**src/rtl/clk_div_multi_rate.sv**
```systemverilog
// Multi-rate clock divider: square-wave ClkOut at one of up to four rates.
// Rate switches only at half-period boundaries; adds enable, rise Tick and status.
module clk_div_multi_rate #(
  parameter int CLK_FREQ_HZ = 50_000_000,
  parameter int NUM_RATES   = 4,
  parameter int RATE0_HZ    = 1,
  parameter int RATE1_HZ    = 5,
  parameter int RATE2_HZ    = 10,
  parameter int RATE3_HZ    = 100,
  parameter int CNT_W       = 25
) (
  input  logic       Clk,
  input  logic       Rst,
  input  logic       En,
  input  logic [1:0] Speed,
  output logic       ClkOut,
  output logic       Tick,
  output logic [1:0] RateIdx,
  output logic       Pending
);

  localparam int HALF0 = CLK_FREQ_HZ / (2 * RATE0_HZ);
  localparam int HALF1 = CLK_FREQ_HZ / (2 * RATE1_HZ);
  localparam int HALF2 = CLK_FREQ_HZ / (2 * RATE2_HZ);
  localparam int HALF3 = CLK_FREQ_HZ / (2 * RATE3_HZ);

  localparam longint CNT_LIM = longint'(1) << CNT_W;

  localparam bit BAD0 = (HALF0 < 1) ||
    (longint'(HALF0) - 1 >= CNT_LIM);
  localparam bit BAD1 = (NUM_RATES > 1) && ((HALF1 < 1) ||
    (longint'(HALF1) - 1 >= CNT_LIM));
  localparam bit BAD2 = (NUM_RATES > 2) && ((HALF2 < 1) ||
    (longint'(HALF2) - 1 >= CNT_LIM));
  localparam bit BAD3 = (NUM_RATES > 3) && ((HALF3 < 1) ||
    (longint'(HALF3) - 1 >= CNT_LIM));

  if (NUM_RATES < 1 || NUM_RATES > 4) begin : g_bad_num
    $fatal(1, "clk_div_multi_rate: NUM_RATES must be 1..4");
  end

  if (BAD0 || BAD1 || BAD2 || BAD3) begin : g_bad_half
    $fatal(1, "clk_div_multi_rate: half-period out of range");
  end

  localparam logic [CNT_W-1:0] HM0 = CNT_W'(HALF0 - 1);
  localparam logic [CNT_W-1:0] HM1 = CNT_W'(HALF1 - 1);
  localparam logic [CNT_W-1:0] HM2 = CNT_W'(HALF2 - 1);
  localparam logic [CNT_W-1:0] HM3 = CNT_W'(HALF3 - 1);
  localparam logic [2:0]       NR3 = 3'(NUM_RATES);

  logic [CNT_W-1:0] cnt;
  logic [CNT_W-1:0] half_m1;
  logic             speed_ok;
  logic             term;
  logic [1:0]       rate_nxt;

  always_comb begin
    half_m1 = HM0;
    unique case (RateIdx)
      2'd0: half_m1 = HM0;
      2'd1: half_m1 = HM1;
      2'd2: half_m1 = HM2;
      2'd3: half_m1 = HM3;
    endcase
  end

  assign speed_ok = ({1'b0, Speed} < NR3);
  assign term     = (cnt == half_m1);

  // New rate is adopted only at the same edge the output toggles
  assign rate_nxt = (En && term && speed_ok) ? Speed : RateIdx;

  always_ff @(posedge Clk) begin
    if (Rst) begin
      cnt     <= '0;
      ClkOut  <= 1'b0;
      Tick    <= 1'b0;
      RateIdx <= 2'd0;
      Pending <= 1'b0;
    end else begin
      Tick    <= 1'b0;
      RateIdx <= rate_nxt;
      Pending <= speed_ok && (Speed != rate_nxt);
      if (En) begin
        if (term) begin
          cnt    <= '0;
          ClkOut <= ~ClkOut;
          Tick   <= ~ClkOut;
        end else begin
          cnt <= cnt + 1'b1;
        end
      end
    end
  end

endmodule
```
**config.mk**
```make
export PLATFORM = sky130hd
export DESIGN_NAME = clk_div_multi_rate
export DESIGN_NICKNAME = d
export VERILOG_FILES = /design/src/rtl/clk_div_multi_rate.sv
export SDC_FILE = /design/constraint.sdc
export NUM_CORES = 1
export LEC_CHECK = 0
export CAP_MARGIN = 20
export CELL_PAD_IN_SITES_DETAIL_PLACEMENT = 2
export CELL_PAD_IN_SITES_GLOBAL_PLACEMENT = 2
export CORE_UTILIZATION = 35
export DETAILED_ROUTE_END_ITERATION = 8
export PLACE_DENSITY = 0.83
export SLEW_MARGIN = 20
export SYNTH_ARGS = -nofsm -noshare
export SYNTH_HDL_FRONTEND = slang
export SYNTH_SLANG_ARGS = --single-unit
```
**constraint.sdc**
```tcl
create_clock -name Clk -period 2.8 [get_ports Clk]
set_clock_uncertainty 0.1 [all_clocks]
set_input_delay 0.56 -clock Clk [delete_from_list [all_inputs] [get_ports Clk]]
set_output_delay 0.56 -clock Clk [all_outputs]
set_load 0.05 [all_outputs]
```
Yosys cells after proc, flatten, opt, wreduce, memory -nomap -nowiden
Cells that the tools add are included.
{"block": "totals", "elab_cells": 21, "register_bits": 30, "input_bits": 5}
{"block": "classes", "add_sub_neg": 1, "n_mux": 3, "n_bitwise": 3, "eq_ne": 5, "reduce_logical": 4}
{"op": "25-bit case mux with 4 select lines", "count": 1}
{"op": "25-bit by 1-bit adder with 25-bit output (second input constant)", "count": 1}
{"op": "25-bit equality test", "count": 1}
{"op": "25-bit 2-to-1 mux", "count": 1}
{"op": "2-bit equality test (second input constant)", "count": 2}
{"op": "1-bit inverter", "count": 3}
{"op": "3-bit OR reduction", "count": 1}
{"op": "2-bit by 1-bit equality test with 1-bit output (second input constant)", "count": 1}
{"op": "2-bit zero test", "count": 1}
{"op": "2-bit 2-to-1 mux", "count": 1}
{"op": "2-bit != test", "count": 1}
{"op": "2-bit AND reduction", "count": 1}
{"op": "1-bit logical AND", "count": 1}

Longest topological paths before layout
Gate-level depths: netlist of run 1.
{"block": "logic_depth", "ltp_word": 6, "depth_mapped": 9}

Worst setup path after synthesis of run 1
Ideal clock, no wire load.
{"block": "synth_timing", "path_kind": "reg-to-reg", "startpoint": "register RateIdx[1]", "endpoint": "register cnt[0]", "path_slack_ps": -21, "period_less_slack_ps": 2821, "n_path_buf": 2, "arrival_ps": 2604, "required_time_ps": 2583, "stages_incl_launch_ff": 10, "path_cell_list": "dfxtp_1 > inv_1 > ha_1 > or4_1 > o21a_1 > nor4_1 > a21o_1 > buf_2 > buf_2 > nor2_1"}
{"block": "synth_between", "elab_chain_cells": 4, "word_cells_on_any_way": 7, "classes_between": "eq/ne: 4; mux: 2; reduce/logical: 1"}
{"element": "start, declared", "line_no": "18", "rtl": "output logic [1:0] RateIdx,"}
{"element": "start signal, assigned", "line_no": "83", "rtl": "RateIdx <= rate_nxt;"}
{"element": "2-bit equality test (tied with other cells)", "line_no": "60", "rtl": "unique case (RateIdx)"}
{"element": "25-bit case mux with 4 select lines (*)", "line_no": "60"}
{"element": "25-bit equality test (*)", "line_no": "69", "rtl": "assign term = (cnt == half_m1);"}
{"element": "25-bit 2-to-1 mux (*)", "line_no": "86", "rtl": "if (term) begin"}
{"element": "end signal, assigned", "line_no": "91", "rtl": "cnt <= cnt + 1'b1;"}
{"element": "end, declared", "line_no": "52", "rtl": "logic [CNT_W-1:0] cnt;"}
Every way passes the cells marked *; elsewhere a longest branch is shown, timed or not. The select of a mux whose other input is x is not followed.
A chain may end at the register's enable or synchronous reset.

Final worst setup path of run 1
{"block": "layout_timing", "startpoint": "register RateIdx[1]", "endpoint": "register ClkOut"}
{"block": "layout_between", "elab_chain_cells": 4, "word_cells_on_any_way": 7, "classes_between": "eq/ne: 4; mux: 1; reduce/logical: 2"}
{"element": "2-bit equality test (tied with other cells)", "line_no": "60"}
{"element": "25-bit case mux with 4 select lines (*)", "line_no": "60"}
{"element": "25-bit equality test (*)", "line_no": "69"}
{"element": "2-bit AND reduction (no source line) (*)"}
{"element": "end signal, assigned", "line_no": "88", "rtl": "ClkOut <= ~ClkOut;"}
{"element": "end, declared", "line_no": "16", "rtl": "output logic ClkOut,"}
Marked as above.

==> metrics.md, run 1 <==
| Metric | Value |
|---|---|
| Post-Layout Cell Count | `248` |
| Int Power | `0.643 mW` |
| Synth Cell Area | `0.00153 mm2` |
| Fin. Hold Viols | `0` |
| Post-DP HPWL | `around 3100 um` |
| Worst reg-to-reg setup slack | `slightly above 200 ps` |
| Die Y | `slightly below 70 um` |
| Clock latency on the worst-skew pair | `280 ps` |
| Worst Tran Pin Value | `516 ps` |
| Number of port buffers | `9` |
| Pin count of the biggest net entering global routing | `16` |
| CP max stage cell | `or4_4` |
| Post-synth EDFFs | `0` |
| Highest clock rate | `between 300 and 400 MHz` |
| Fin crit period | `approximately 2600 ps` |
| First-pass GRT wire length | `~7000 um` |
| HP Start | `ClkOut` |
| Clk root buf | `clkbuf_8` |
| Core footprint | `0.00409 mm2` |
| Post-CTS Setup Bufs | `0` |
| Initial antenna violation count | `0` |
| Hold Path Cell Cnt | `1` |
| WHS Endpoint | `Tick` |
| I/O Pins | `10` |
| Comb power frac | `between 3 and 4%` |
| Drt first-iter violations | `40` |
| CP Capture Type | `register` |
| RSZ-0062 raised after global routing | `no` |
| CTS max path bufs | `2` |
| CTS tree | `done` |
| PostCTS Resize Cnt | `0` |
| Seq cells post-synth | `30` |
| Slew HR | `around two thirds` |
| Worst hold path type | `reg2reg` |
| Crit-path cells | `inv_1 > ha_1 > or4_1 > o21a_1 > or4_4 > or3_1 > a21oi_1` |
| Max Slew Vio Count | `0` |
| CP peak stage delay | `~530 ps` |
| Reg power frac | `52.4%` |
| ANT cells | `0` |
| # DRC | `0` |
| Hold_ws | `roughly 430 ps` |
| Clock slew at reported path FFs | `~70 ps` |
| Sw Ratio | `between 20% and 30%` |
| Setup-failing EPs final | `0` |
| Syn Nets | `187` |
| Clock power share | `between 40 and 50%` |
| Drt total wl | `roughly 4200 um` |
| Die area | `roughly 0.0046 mm2` |
| Core Rows | `23` |
| Reg2reg start | `RateIdx[1]` |
| Drt pass-1 iters | `4` |
| DIE WIDTH | `68.1 um` |
| Crit path launch type | `register` |
| Synth async-reset ratio | `0%` |
| Final Core Density | `roughly 44%` |
| Max-cap violations | `0` |
| Critical setup path kind | `reg2reg` |
| Top FF cell, synth | `dfxtp_1` |
| R2r endpoint | `ClkOut` |
| Critical Path AT | `approximately 2700 ps` |
| CTS Sinks | `30` |
| Starting Density | `a little under two fifths` |
| P_sw | `0.186 mW` |
| Dpl cells | `between 200 and 250` |
| Fin crit share | `92.7%` |
| Share of layout cells above drive strength 1 | `between 10% and 20%` |
| Crit Path Max Fanout | `6` |
| Fin nets | `between 200 and 250` |
| CTS Buf Count | `5` |
| Worst r2r path cells | `7` |
| Setup ws final | `204 ps` |
| Routability congestion estimate | `about 0.78` |
| Drt wl/cell | `about 17 um` |
| Worst path required time | `slightly below 3000 ps` |
| Leakage | `a little over 0.6 nW` |
| Sequential-to-total area share from yosys stat | `39.3%` |
| Yosys warns | `0` |
| Cts hold-fix bufs | `0` |
| Number of global-route vias before repair | `between 1000 and 1500` |
| Dpl ws | `roughly 58 ps` |
| Vias | `around 1300` |
| Distinct cells, synth | `34` |
| Status | `finished, final reports clean` |
| Grt total ovfl | `0` |
| Drt via density | `~5.4` |
| Post-Syn Area per Cell | `8.64 um2` |
| Mapped Cells | `177` |
| Tot GR Track Use | `a little over a fifth` |
| PwrDens | `approximately 460 mW/mm2` |
| H-tree level count | `2` |
| Layout area overhead | `18.5%` |
| Maximum vdd ir drop | `between 200 and 300 uV` |
| Setup TNS | `0 ps` |
| ANT nets after route | `0` |
## power by group through the flow
stage / Clock [mW] / Sequential (mW) / Combinational, mW
after global placement: 0 / 0.444 / 0.0308
after global routing: 0.387 / 0.435 / 0.0348
after detailed placement: 0 / 0.444 / 0.0319
after floorplan: 0 / 0.447 / 0.0140
after CTS: 0.369 / 0.434 / 0.0321
final: 0.364 / 0.434 / 0.0316
## placed cells by master (no fill, tap or decap)
cell type,count
o2111ai_1,1
o21bai_1,1
or3_1,1
buf_4,7
nand3_1,7
inv_1,6
o21ai_0,3
dfxtp_2,1
a21o_1,1
mux2i_1,2
clkbuf_1,1
and4bb_2,2
or4_1,2
and2_1,1
and3b_1,1
o211ai_1,1
ha_1,5
clkbuf_8,6
and2_2,1
o21a_1,1
and4_2,1
nor4bb_1,2
xnor2_1,20
nor4_1,5
o41a_1,1
and4_1,3
nand4_1,7
nand2_1,9
nor2b_1,1
dfxtp_1,29
nor2_1,35
xor2_1,8
clkdlybuf4s50_1,9
clkinv_2,1
nor3b_1,1
nor3_1,6
and3_1,2
a21oi_1,6
or4_4,1
## cell usage after synthesis (all sizes together) (4+ instances only)
library cell / n / area share [%]
nor2: 35 / 8.6
dfxtp: 30 / 39
xnor2: 20 / 11
nand2: 9 / 2.2
xor2: 8 / 4.6
nand3: 7 / 2.3
nand4: 7 / 2.9
a21oi: 6 / 2.0
inv: 6 / 1.5
nor3: 6 / 2.0
ha: 5 / 4.1
nor4: 5 / 2.0
and4: 4 / 2.4
## cell type report
| cell class | count | area (um2) |
|---|---|---|
| Sequential cell | 30 | 602 |
| Clock buffer | 7 | 86.3 |
| Multi-Input combinational cell | 138 | 891 |
| Timing Repair Buffer | 16 | 143 |
| Inverter | 6 | 22.5 |
| Clock inverter | 1 | 5.00 |
| Tap cell | 50 | 62.6 |
| Fill cell | 474 | 2270 |
## cell families after synthesis
logic type,share of synthesized area [%]
xor gates and xnor gates,16.0
DFF,39.3
AOI/OAI and AO/OA,6.22
adders and majority gates,4.09
muxes,1.31
buffers and inverters,2.45
and+or+nand+nor,30.6
## state kept, by name, indices dropped and copies added, names as in the netlist
| register | cells |
|---|---|
| Tick | 1 |
| RateIdx | 2 |
| Pending | 1 |
| ClkOut | 1 |
| cnt | 25 |
## per-stage QoR
step | area, um2 | power (mW)
floorplan | 1530 | 0.460
global placement | 1720 | 0.474
detailed placement | 1720 | 0.476
CTS | 1810 | 0.836
global route | 1810 | 0.857
finish | 1810 | 0.830
## metal layers
metal / routed length, um / up-vias / GRT usage [%] / part of all wire, %
met2: 2120 / 15 / 37.9 / 50
li1: - / 653 / - / -
met4: 80 / 0 / 9.38 / 1.9
met1: 1900 / 670 / 23.6 / 45
met5: 0 / - / 0 / 0
met3: 113 / 9 / 5.33 / 2.7
## critical path, delay by kind of cell (launching register included)
kind / cells / cell delay (ps)
buf+inv: 1 / 80
fa+ha+maj: 1 / 250
compound gates: 2 / 340
simple gates: 3 / 1360
flops: 1 / 400
## worst max path at each step
stage	from	endpoint	slack, ps	depth (start not counted)
2_1_floorplan	RateIdx[0]	cnt[0]	7	9
3_3_place_gp	En	ClkOut	190	6
3_5_place_dp	En	ClkOut	60	6
4_1_cts	RateIdx[1]	cnt[18]	210	9
5_1_grt	RateIdx[1]	cnt[7]	7	9
6_report	RateIdx[1]	ClkOut	200	7
No activity file was read; power rests on OpenSTA's default activity.
==> run 2, diff against run 1 <==
--- a/config.mk
+++ b/config.mk
@@ -8,6 +8,7 @@
 export CAP_MARGIN = 20
 export CELL_PAD_IN_SITES_DETAIL_PLACEMENT = 2
 export CELL_PAD_IN_SITES_GLOBAL_PLACEMENT = 2
+export CORE_ASPECT_RATIO = 2
 export CORE_UTILIZATION = 35
 export DETAILED_ROUTE_END_ITERATION = 8
 export PLACE_DENSITY = 0.83
==> metrics.md, run 2 (synthesis gave the netlist of run 1 again) <==
| Metric | Value |
|---|---|
| Core Rows | `33` |
| Clock latency on the worst-skew pair | `between 200 and 300 ps` |
| Fin crit period | `around 2600 ps` |
| Status | `finished, final reports clean` |
| Top Layer Used | `met4` |
| PwrDens | `483 mW/mm2` |
| Fill count | `approximately 480` |
| CTS tree | `done` |
| Leakage | `between 0.6 and 0.7 nW` |
| Drt wl/cell | `around 20 um` |
| Setup TNS | `0 ps` |
| Met2 WL post-DR | `slightly below 3000 um` |
| H-tree level count | `2` |
| Post-DP HPWL | `approximately 3600 um` |
| Share of layout cells above drive strength 1 | `between 10% and 20%` |
| Tot GR Track Use | `around 24%` |
| Drt first-iter violations | `17` |
| Fin. Hold Viols | `0` |
| Vias | `~1400` |
| Core footprint | `between 0.004 and 0.005 mm2` |
| Met3 WL | `between 100 and 150 um` |
| Maximum vdd ir drop | `277 uV` |
| Cts hold-fix bufs | `0` |
| I/O Pins | `10` |
| Clk root buf | `clkbuf_8` |
| DIE WIDTH | `roughly 50 um` |
| Biggest regs | `cnt (25), RateIdx (2)` |
| Pin count of the biggest net entering global routing | `18` |
| Critical Path AT | `~2800 ps` |
| Setup-failing EPs final | `0` |
| Worst path required time | `about 2900 ps` |
| Worst reg-to-reg setup slack | `between 150 and 200 ps` |
| Crit Path Max Fanout | `8` |
| CTS max path bufs | `2` |
| Hold_ws | `~400 ps` |
| Worst Tran Pin Value | `roughly 520 ps` |
| Crit path from | `RateIdx[0]` |
| Initial antenna violation count | `0` |
| Grt total ovfl | `0` |
| Critical setup path kind | `reg2reg` |
| Fin nets | `around 210` |
| # DRC | `0` |
| First-pass GRT wire length | `between 8000 and 9000 um` |
| Wire length on met1 | `1710 um` |
| ANT cells | `0` |
| Post-route cell area | `0.00185 mm2` |
| Drt total wl | `between 4000 and 5000 um` |
| Slew HR | `between 60% and 70%` |
| Die area | `about 0.0047 mm2` |
| Highest clock rate | `about 380 MHz` |
| Number of port buffers | `9` |
| Starting Density | `37.0%` |
| HP Start | `ClkOut` |
| Post-DP Area | `approximately 0.0017 mm2` |
| Layout area overhead | `20.9%` |
| Commonest cells after routing, fill and taps aside | `nor2_1 (35), dfxtp_1 (28), xnor2_1 (20)` |
| Crit path launch type | `register` |
| R2r endpoint | `ClkOut` |
| ANT nets after route | `0` |
| RSZ-0062 raised after global routing | `no` |
| Clock slew at reported path FFs | `~70 ps` |
| Fin crit share | `between 90% and 100%` |
| CP Capture Type | `register` |
| Max Slew Vio Count | `0` |
| CTS Sinks | `30` |
| Final Core Density | `44.8%` |
| Die Y | `95.5 um` |
| Routability congestion estimate | `about 0.8` |
| Max-cap violations | `0` |
| Setup crit end | `ClkOut` |
| Worst r2r path cells | `7` |
| Worst hold path type | `reg2reg` |
| Largest register FFs | `25` |
| Reg2reg start | `RateIdx[0]` |
| Drt via density | `roughly 5.6` |
| CTS Buf Count | `5` |
| Number of global-route vias before repair | `about 1600` |
| Most common cell after layout, fill and taps aside | `nor2_1` |
| Most flop-heavy register | `cnt` |
| Drt pass-1 iters | `4` |
[run 2: cell count changes in the layout (fill, tap and decap cells not counted), sizes merged]
cell    before  now
clkinv       1    0
clkbuf       7    8
buf          7    8
[run 2: per-layer routing]
| metal | GRT usage (%) | up-vias |
|---|---|---|
| met1 | 21.5 | 697 |
| met2 | 48.7 | 34 |
| li1 | - | 657 |
| met5 | 0 | - |
| met4 | 15.0 | 0 |
| met3 | 5.42 | 20 |
[run 2: area by class of cell]
cell class	count	area, um2	share of cell area [%]
multi-input combinational	138	897	48.5
timing repair buffer	17	150	8.12
tap	52	65.1	3.52
sequential	30	603	32.6
clock buffer	8	110	5.96
inverter	6	22.5	1.22
[run 2: where the power goes]
group          internal (mW)  switching (mW)
Combinational         0.0153          0.0184
Clock                  0.248           0.177
Sequential             0.431         0.00373
[run 2: timing repair]
item | in CTS | in global routing
resized for setup | 0 | 2
buffers inserted | 0 | 0
endpoints found under the setup margin | 0 | 28
[run 2: worst min-delay path by stage]
stage | slack (ps) | cells after the start | to
after floorplan | 390 | 2 | cnt[3]
after global placement | 380 | 1 | Tick
after CTS | 390 | 1 | Tick
final | 390 | 1 | Tick
after global routing | 410 | 1 | Tick
after detailed placement | 370 | 1 | Tick
[run 2: worst max-delay path, cell delays in order (launching register included)]
cell and delay [ps]:
dfxtp_2 430, inv_1 90, ha_1 320, nor4bb_1 330, nor2_1 150, or4_1 620, or3_1 390, a21oi_1 150
[run 2: per-stage QoR]
step,instances,worst slack (ps),power (mW)
floorplan,177,6.92,0.460
global placement,243,275,0.476
detailed placement,243,157,0.478
CTS,251,70.0,0.899
global route,251,51.0,0.919
finish,251,151,0.893
